### src/rtl/processor_pkg.sv
// Shared core package: instruction/address width and the fetch-queue entry type.
package processor_pkg;

  localparam int WORD_SIZE = 16;

  typedef struct packed {
    logic [WORD_SIZE-1:0] instr;
    logic [WORD_SIZE-1:0] pc;
  } fetch_entry_t;

  // Width of an occupancy counter that must represent 0..depth inclusive.
  function automatic int occ_width(input int depth);
    return $clog2(depth) + 1;
  endfunction

endpackage

### src/rtl/prefetch_fifo.sv
// Circular buffer of fetch entries for the instruction prefetch queue.
// Pointers wrap naturally at DEPTH (power of two). Clear empties the buffer
// in one cycle; the caller guarantees no push when full and no pop when empty.
module prefetch_fifo
  import processor_pkg::*;
#(
  parameter int DEPTH = 4
) (
  input  logic                   Clock,
  input  logic                   Reset,
  input  logic                   clear,
  input  logic                   push,
  input  fetch_entry_t           push_data,
  input  logic                   pop,
  output fetch_entry_t           head,
  output logic [$clog2(DEPTH):0] count
);

  localparam int PW = $clog2(DEPTH);

  fetch_entry_t   storage [DEPTH];
  logic [PW-1:0]  head_ptr;
  logic [PW-1:0]  tail_ptr;

  // Pointer and occupancy bookkeeping.
  always_ff @(posedge Clock) begin
    if (Reset || clear) begin
      head_ptr <= '0;
      tail_ptr <= '0;
      count    <= '0;
    end else begin
      if (push) tail_ptr <= tail_ptr + 1'b1;
      if (pop)  head_ptr <= head_ptr + 1'b1;
      case ({push, pop})
        2'b10:   count <= count + 1'b1;
        2'b01:   count <= count - 1'b1;
        default: count <= count;
      endcase
    end
  end

  // Entry storage; contents are don't-care while the slot is unoccupied.
  always_ff @(posedge Clock) begin
    if (push && !clear) storage[tail_ptr] <= push_data;
  end

  assign head = storage[head_ptr];

endmodule

### src/rtl/instr_prefetch_queue.sv
// Instruction prefetch queue: issues instruction-memory reads ahead of Fetch,
// buffers returned words with their PCs, and redirects on Flush while
// discarding stale queued and in-flight words.
// Build option: INSTR_PREFETCH_BYPASS_EN presents a kept response directly on
// the Instr* outputs in its arrival cycle when the queue is empty.
module instr_prefetch_queue #(
  parameter int WORD_SIZE = processor_pkg::WORD_SIZE,
  parameter int DEPTH     = 4
) (
  input  logic                 Clock,
  input  logic                 Reset,
  input  logic                 Flush,
  input  logic [WORD_SIZE-1:0] FlushAddr,
  input  logic                 Consume,
  output logic [WORD_SIZE-1:0] InstrOut,
  output logic [WORD_SIZE-1:0] InstrPC,
  output logic                 InstrValid,
  output logic [WORD_SIZE-1:0] MemAddr,
  output logic                 MemRead,
  input  logic                 MemWaitreq,
  input  logic [WORD_SIZE-1:0] MemData,
  input  logic                 MemDataValid
);

  import processor_pkg::*;

  localparam int            CW      = occ_width(DEPTH);
  localparam logic [CW:0]   DEPTH_W = DEPTH[CW:0];

  logic [WORD_SIZE-1:0] fetch_pc;
  logic [WORD_SIZE-1:0] resp_pc;
  logic [WORD_SIZE-1:0] held_addr;
  logic [CW-1:0]        pending;
  logic [CW-1:0]        pending_next;
  logic [CW-1:0]        drop;
  logic [CW-1:0]        drop_next;
  logic [CW-1:0]        count;
  logic [CW:0]          in_flight;
  logic                 held;
  logic                 held_stale;
  logic                 accept;
  logic                 fresh;
  logic                 keep;
  logic                 push;
  logic                 pop;
  logic                 fifo_valid;
  logic                 bypass;
  fetch_entry_t         push_data;
  fetch_entry_t         head;

  // A held request keeps MemRead/MemAddr stable even across a Flush; fresh
  // requests need Flush low and a free credit (queued + outstanding < DEPTH).
  assign in_flight = {1'b0, count} + {1'b0, pending};
  assign MemRead   = !Reset && (held || (!Flush && (in_flight < DEPTH_W)));
  assign MemAddr   = held ? held_addr : fetch_pc;
  assign accept    = MemRead && !MemWaitreq;
  // fetch_pc advances when an address is first presented, so a held request
  // keeps its own copy in held_addr and a Flush can retarget fetch_pc freely.
  assign fresh     = MemRead && !held;
  assign keep      = MemDataValid && (drop == '0);
  assign fifo_valid = (count != '0);

`ifdef INSTR_PREFETCH_BYPASS_EN
  assign bypass = !Reset && keep && !Flush && !fifo_valid;
  assign push   = keep && !Flush && !(bypass && Consume);
`else
  assign bypass = 1'b0;
  assign push   = keep && !Flush;
`endif

  assign pop        = fifo_valid && Consume && !Flush;
  assign InstrValid = fifo_valid || bypass;
  assign InstrOut   = fifo_valid ? head.instr : (bypass ? MemData : '0);
  assign InstrPC    = fifo_valid ? head.pc    : (bypass ? resp_pc : '0);

  assign push_data.instr = MemData;
  assign push_data.pc    = resp_pc;

  // Outstanding-read and discard counter updates for a non-flush cycle.
  always_comb begin
    pending_next = pending;
    if (accept && !MemDataValid)      pending_next = pending + 1'b1;
    else if (!accept && MemDataValid) pending_next = pending - 1'b1;
    drop_next = drop;
    if (MemDataValid && (drop != '0)) drop_next = drop - 1'b1;
    // A request held across a Flush is stale once memory finally takes it.
    if (accept && held_stale)         drop_next = drop_next + 1'b1;
  end

  // PC, credit and waitreq-hold state.
  always_ff @(posedge Clock) begin
    if (Reset) begin
      fetch_pc   <= '0;
      resp_pc    <= '0;
      held_addr  <= '0;
      pending    <= '0;
      drop       <= '0;
      held       <= 1'b0;
      held_stale <= 1'b0;
    end else begin
      held       <= MemRead && MemWaitreq;
      held_addr  <= MemAddr;
      held_stale <= MemRead && MemWaitreq && (Flush || held_stale);
      pending    <= pending_next;
      if (Flush) begin
        fetch_pc <= FlushAddr;
        resp_pc  <= FlushAddr;
        // Everything still outstanding after this cycle belongs to the old path.
        drop     <= pending_next;
      end else begin
        if (fresh) fetch_pc <= fetch_pc + 1'b1;
        if (keep)  resp_pc  <= resp_pc + 1'b1;
        drop <= drop_next;
      end
    end
  end

  prefetch_fifo #(
    .DEPTH(DEPTH)
  ) u_fifo (
    .Clock    (Clock),
    .Reset    (Reset),
    .clear    (Flush),
    .push     (push),
    .push_data(push_data),
    .pop      (pop),
    .head     (head),
    .count    (count)
  );

endmodule

### config.mk
export PLATFORM = sky130hd
export DESIGN_NAME = instr_prefetch_queue
export DESIGN_NICKNAME = d
export VERILOG_FILES = /design/src/rtl/processor_pkg.sv /design/src/rtl/prefetch_fifo.sv /design/src/rtl/instr_prefetch_queue.sv
export SDC_FILE = /design/constraint.sdc
export NUM_CORES = 1
export LEC_CHECK = 0
export ABC_AREA = 1
export CAP_MARGIN = 0
export CORE_AREA = 2 2 124 126
export CTS_BUF_LIST = sky130_fd_sc_hd__clkbuf_4 sky130_fd_sc_hd__clkbuf_8
export DETAILED_ROUTE_END_ITERATION = 8
export DIE_AREA = 0 0 126 128
export PLACE_DENSITY = 0.83
export SETUP_SLACK_MARGIN = 0.15
export SLEW_MARGIN = 20
export SYNTH_ARGS = -nofsm -noshare
export SYNTH_HDL_FRONTEND = slang
export SYNTH_SLANG_ARGS = --single-unit
### constraint.sdc
create_clock -name Clock -period 3.74 [get_ports Clock]
set_input_delay 0.748 -clock Clock [delete_from_list [all_inputs] [get_ports Clock]]
set_output_delay 0.748 -clock Clock [all_outputs]
set_load 0.01 [all_outputs]
==> summary.md <==
| Metric | Value |
|---|---|
| RSZ-0062 raised after global routing | `false` |
| Primary FF master, synth | `edfxtp_1` |
| Max-capacitance violation count | `0` |
| Worst VDD drop | `between 0.2 and 0.25 mV` |
| Synth area leaders | `edfxtp_1, dfxtp_1, nor2_1` |
| Cell area after synthesis | `approximately 8500 um^2` |
| Worst-Margin Slew | `1.08 ns` |
| Sequential fraction of the synthesis area | `around 60%` |
| Antenna Nets Post-Route | `0` |
| Final setup violating endpoints | `0` |
| Crit path max fanout | `64` |
| Post-CTS setup buffers | `0` |
| Syn. warnings | `0` |
| Die area | `around 16000 um^2` |
| CTS buffer count | `17` |
| Overall power | `between 4 and 5 mW` |
| Most frequent cells after synthesis | `nor2_1, nand2_1, edfxtp_1` |
| Net count, final | `between 1000 and 1500` |
| Fin area | `slightly below 10000 um^2` |
| EDFF count, synth | `roughly 130` |
| Core ar. | `roughly 15000 um^2` |
| Wirelength per Cell | `between 15 and 20 um` |
| Worst Setup Start Kind | `flop` |
| Vias in the first global route | `5903` |
| Skew-Pair Late Insertion Delay | `around 0.47 ns` |
| Largest net degree at the start of global routing | `65` |
| Outcome | `finished clean` |
| Clock Skews | `around 0.012 ns` |
| Cell type with the largest total area after synthesis | `edfxtp_1` |
| Crit-path cells | `buf_4 -> nor2_1 -> nor2_1 -> o21ai_0 -> a21oi_1 -> clkdlybuf4s50_1` |
| Final worst path period share | `86.9%` |
| CP max stage delay | `roughly 0.57 ns` |
| Starting density of the core | `57.4%` |
| FP Rows | `45` |
| Vias | `roughly 6400` |
| # DRC | `0` |
| Htree depth | `4` |
| DRT Pass-1 Iters | `5` |
| Worst slack, placed | `approximately 0.60 ns` |
| Die X | `between 100 and 150 um` |
| Global route overflow | `0` |
| CTS Hold Bufs | `0` |
| GPL Wtd Cong | `0.847` |
| Synth cell types | `41` |
| Fin. Hold Viols | `0` |
| Crit path DAT | `about 2.5 ns` |
| Initial antenna violation count | `0` |
| Worst path slowest cell | `clkdlybuf4s50_1` |
| Syn Inst Count | `slightly below 900` |
| Share of cells above drive strength 1 | `8.32%` |
| Yosys reg bits | `193` |
| Critical Path Sink Type | `output port` |
| I/O pin cnt | `88` |
| CTS tree | `built` |
| DP Wirelength | `between 10 and 15 mm` |
| Final min period | `around 3.3 ns` |
| PnR worst setup slack | `between 0.4 and 0.5 ns` |
| ANT cells | `0` |
| Slew margin rel. | `around 28%` |
| Cell mode on critical path | `nor2_1` |
| Finished Core Util | `between 60% and 70%` |
| Power Dens Cells | `~410 nW/um^2` |
| Area added between synthesis and finish | `16.5%` |
| CTS Sinks | `just under 200` |
| Leak Pwr | `3.63 nW` |
| Root buffer cell | `clkbuf_8` |
| Buffers on Ports | `87` |
| Max Fclk | `approximately 310 MHz` |
| Die Ht | `about 130 um` |
| DRT iter0 DRCs | `about 550` |
| Syn_nets | `about 940` |
| Slew Viols, Final | `0` |
| Setup tns final | `0 ns` |
| Yosys top cell area share | `between 40% and 50%` |
| Total track usage | `22.3%` |
| First-pass GRT wire length | `around 29 mm` |
| Clock Path Buffers | `2` |
| WL final | `17.7 mm` |
| Hold Path Class | `reg2reg` |
| Ys async rst share | `0%` |
| Final std cells w/o fill | `1173` |
| WS Path Type | `reg2out` |
| WHS | `roughly 0.47 ns` |
| Dpl cells | `1141` |
| # resized after CTS | `1` |
| Post-DP Area | `approximately 9600 um^2` |
| Most frequent cell after synthesis | `nor2_1` |
| Vias per cell | `approximately 5.4` |
| CP required | `about 3 ns` |
| Clk slew on worst S/H paths | `0.09 ns` |
| Avg Cell Area, Syn | `approximately 9.6 um^2` |
[power by group]
part           switching (mW)  internal (mW)  total [mW]
sequential             0.0617           2.34        2.41
combinational           0.246          0.180       0.426
clock                   0.716          0.540        1.26
total                    1.02           3.06        4.09
[cell usage in the layout (no fill, tap or decap), types with 6 or more instances in the layout]
cell	Yosys	routed
xnor2_1	6	6
edfxtp_1	128	128
nand3_1	33	33
nand2_1	150	150
clkbuf_8	1	17
xor2_1	8	8
a31oi_1	15	15
ha_1	14	14
o21ai_0	90	90
inv_1	54	54
clkdlybuf4s50_1	0	87
dfxtp_1	65	64
nor2_1	164	160
a21oi_1	74	74
buf_4	0	13
[worst max-delay path: cells and delay by family, from the launching register on]
family	cells	cell delay (ns)
flops	1	0.34
compound gates	2	0.34
buf+inv	2	1.11
simple gates	2	0.25
[cells by family after synthesis]
kind of cell	Yosys count	synth area share, %
and+or+nand+nor	381	19.4
xor gates and xnor gates	14	1.44
DFF	193	60.3
AOI/OAI and AO/OA	191	11.8
buffers and inverters	95	4.71
adders and majority gates	15	2.29
[worst paths after layout]
check	from	endpoint	slack [ns]	depth (start not counted)
min reg2reg	u_fifo.head_ptr[1]	flop	0.47	2
max	flop	InstrPC[6]	0.49	6
min	u_fifo.head_ptr[1]	flop	0.47	2
max reg2reg	u_fifo.count[2]	u_fifo.count[1]	1.36	10
[area by class of cell]
type	count	area [um^2]
multi-input combinational	601	3000
inverter	59	228
timing repair buffer	100	968
clock inverter	13	115
sequential	193	5150
clock buffer	19	249
fill	1157	4920
tap	188	235
[layer usage]
| metal | share of wire [%] | vias to the layer above | track usage (%) |
|---|---|---|---|
| li1 | - | 3178 | - |
| met1 | 44 | 2929 | 30.4 |
| met2 | 48 | 220 | 36.1 |
| met3 | 6.5 | 23 | 5.01 |
| met4 | 1.4 | 0 | 7.30 |
| met5 | 0 | - | 0 |
[sequential cells by signal, indices dropped and copies added, names as in the netlist, named ones only]
signal and count:
u_fifo.storage 128, u_fifo.tail_ptr 2, held 1, u_fifo.head_ptr 2, fetch_pc 16, held_addr 16, resp_pc 16, u_fifo.count 3
pending 3, held_stale 1, drop 3
Note: power is estimated with default switching activity, not from simulation.
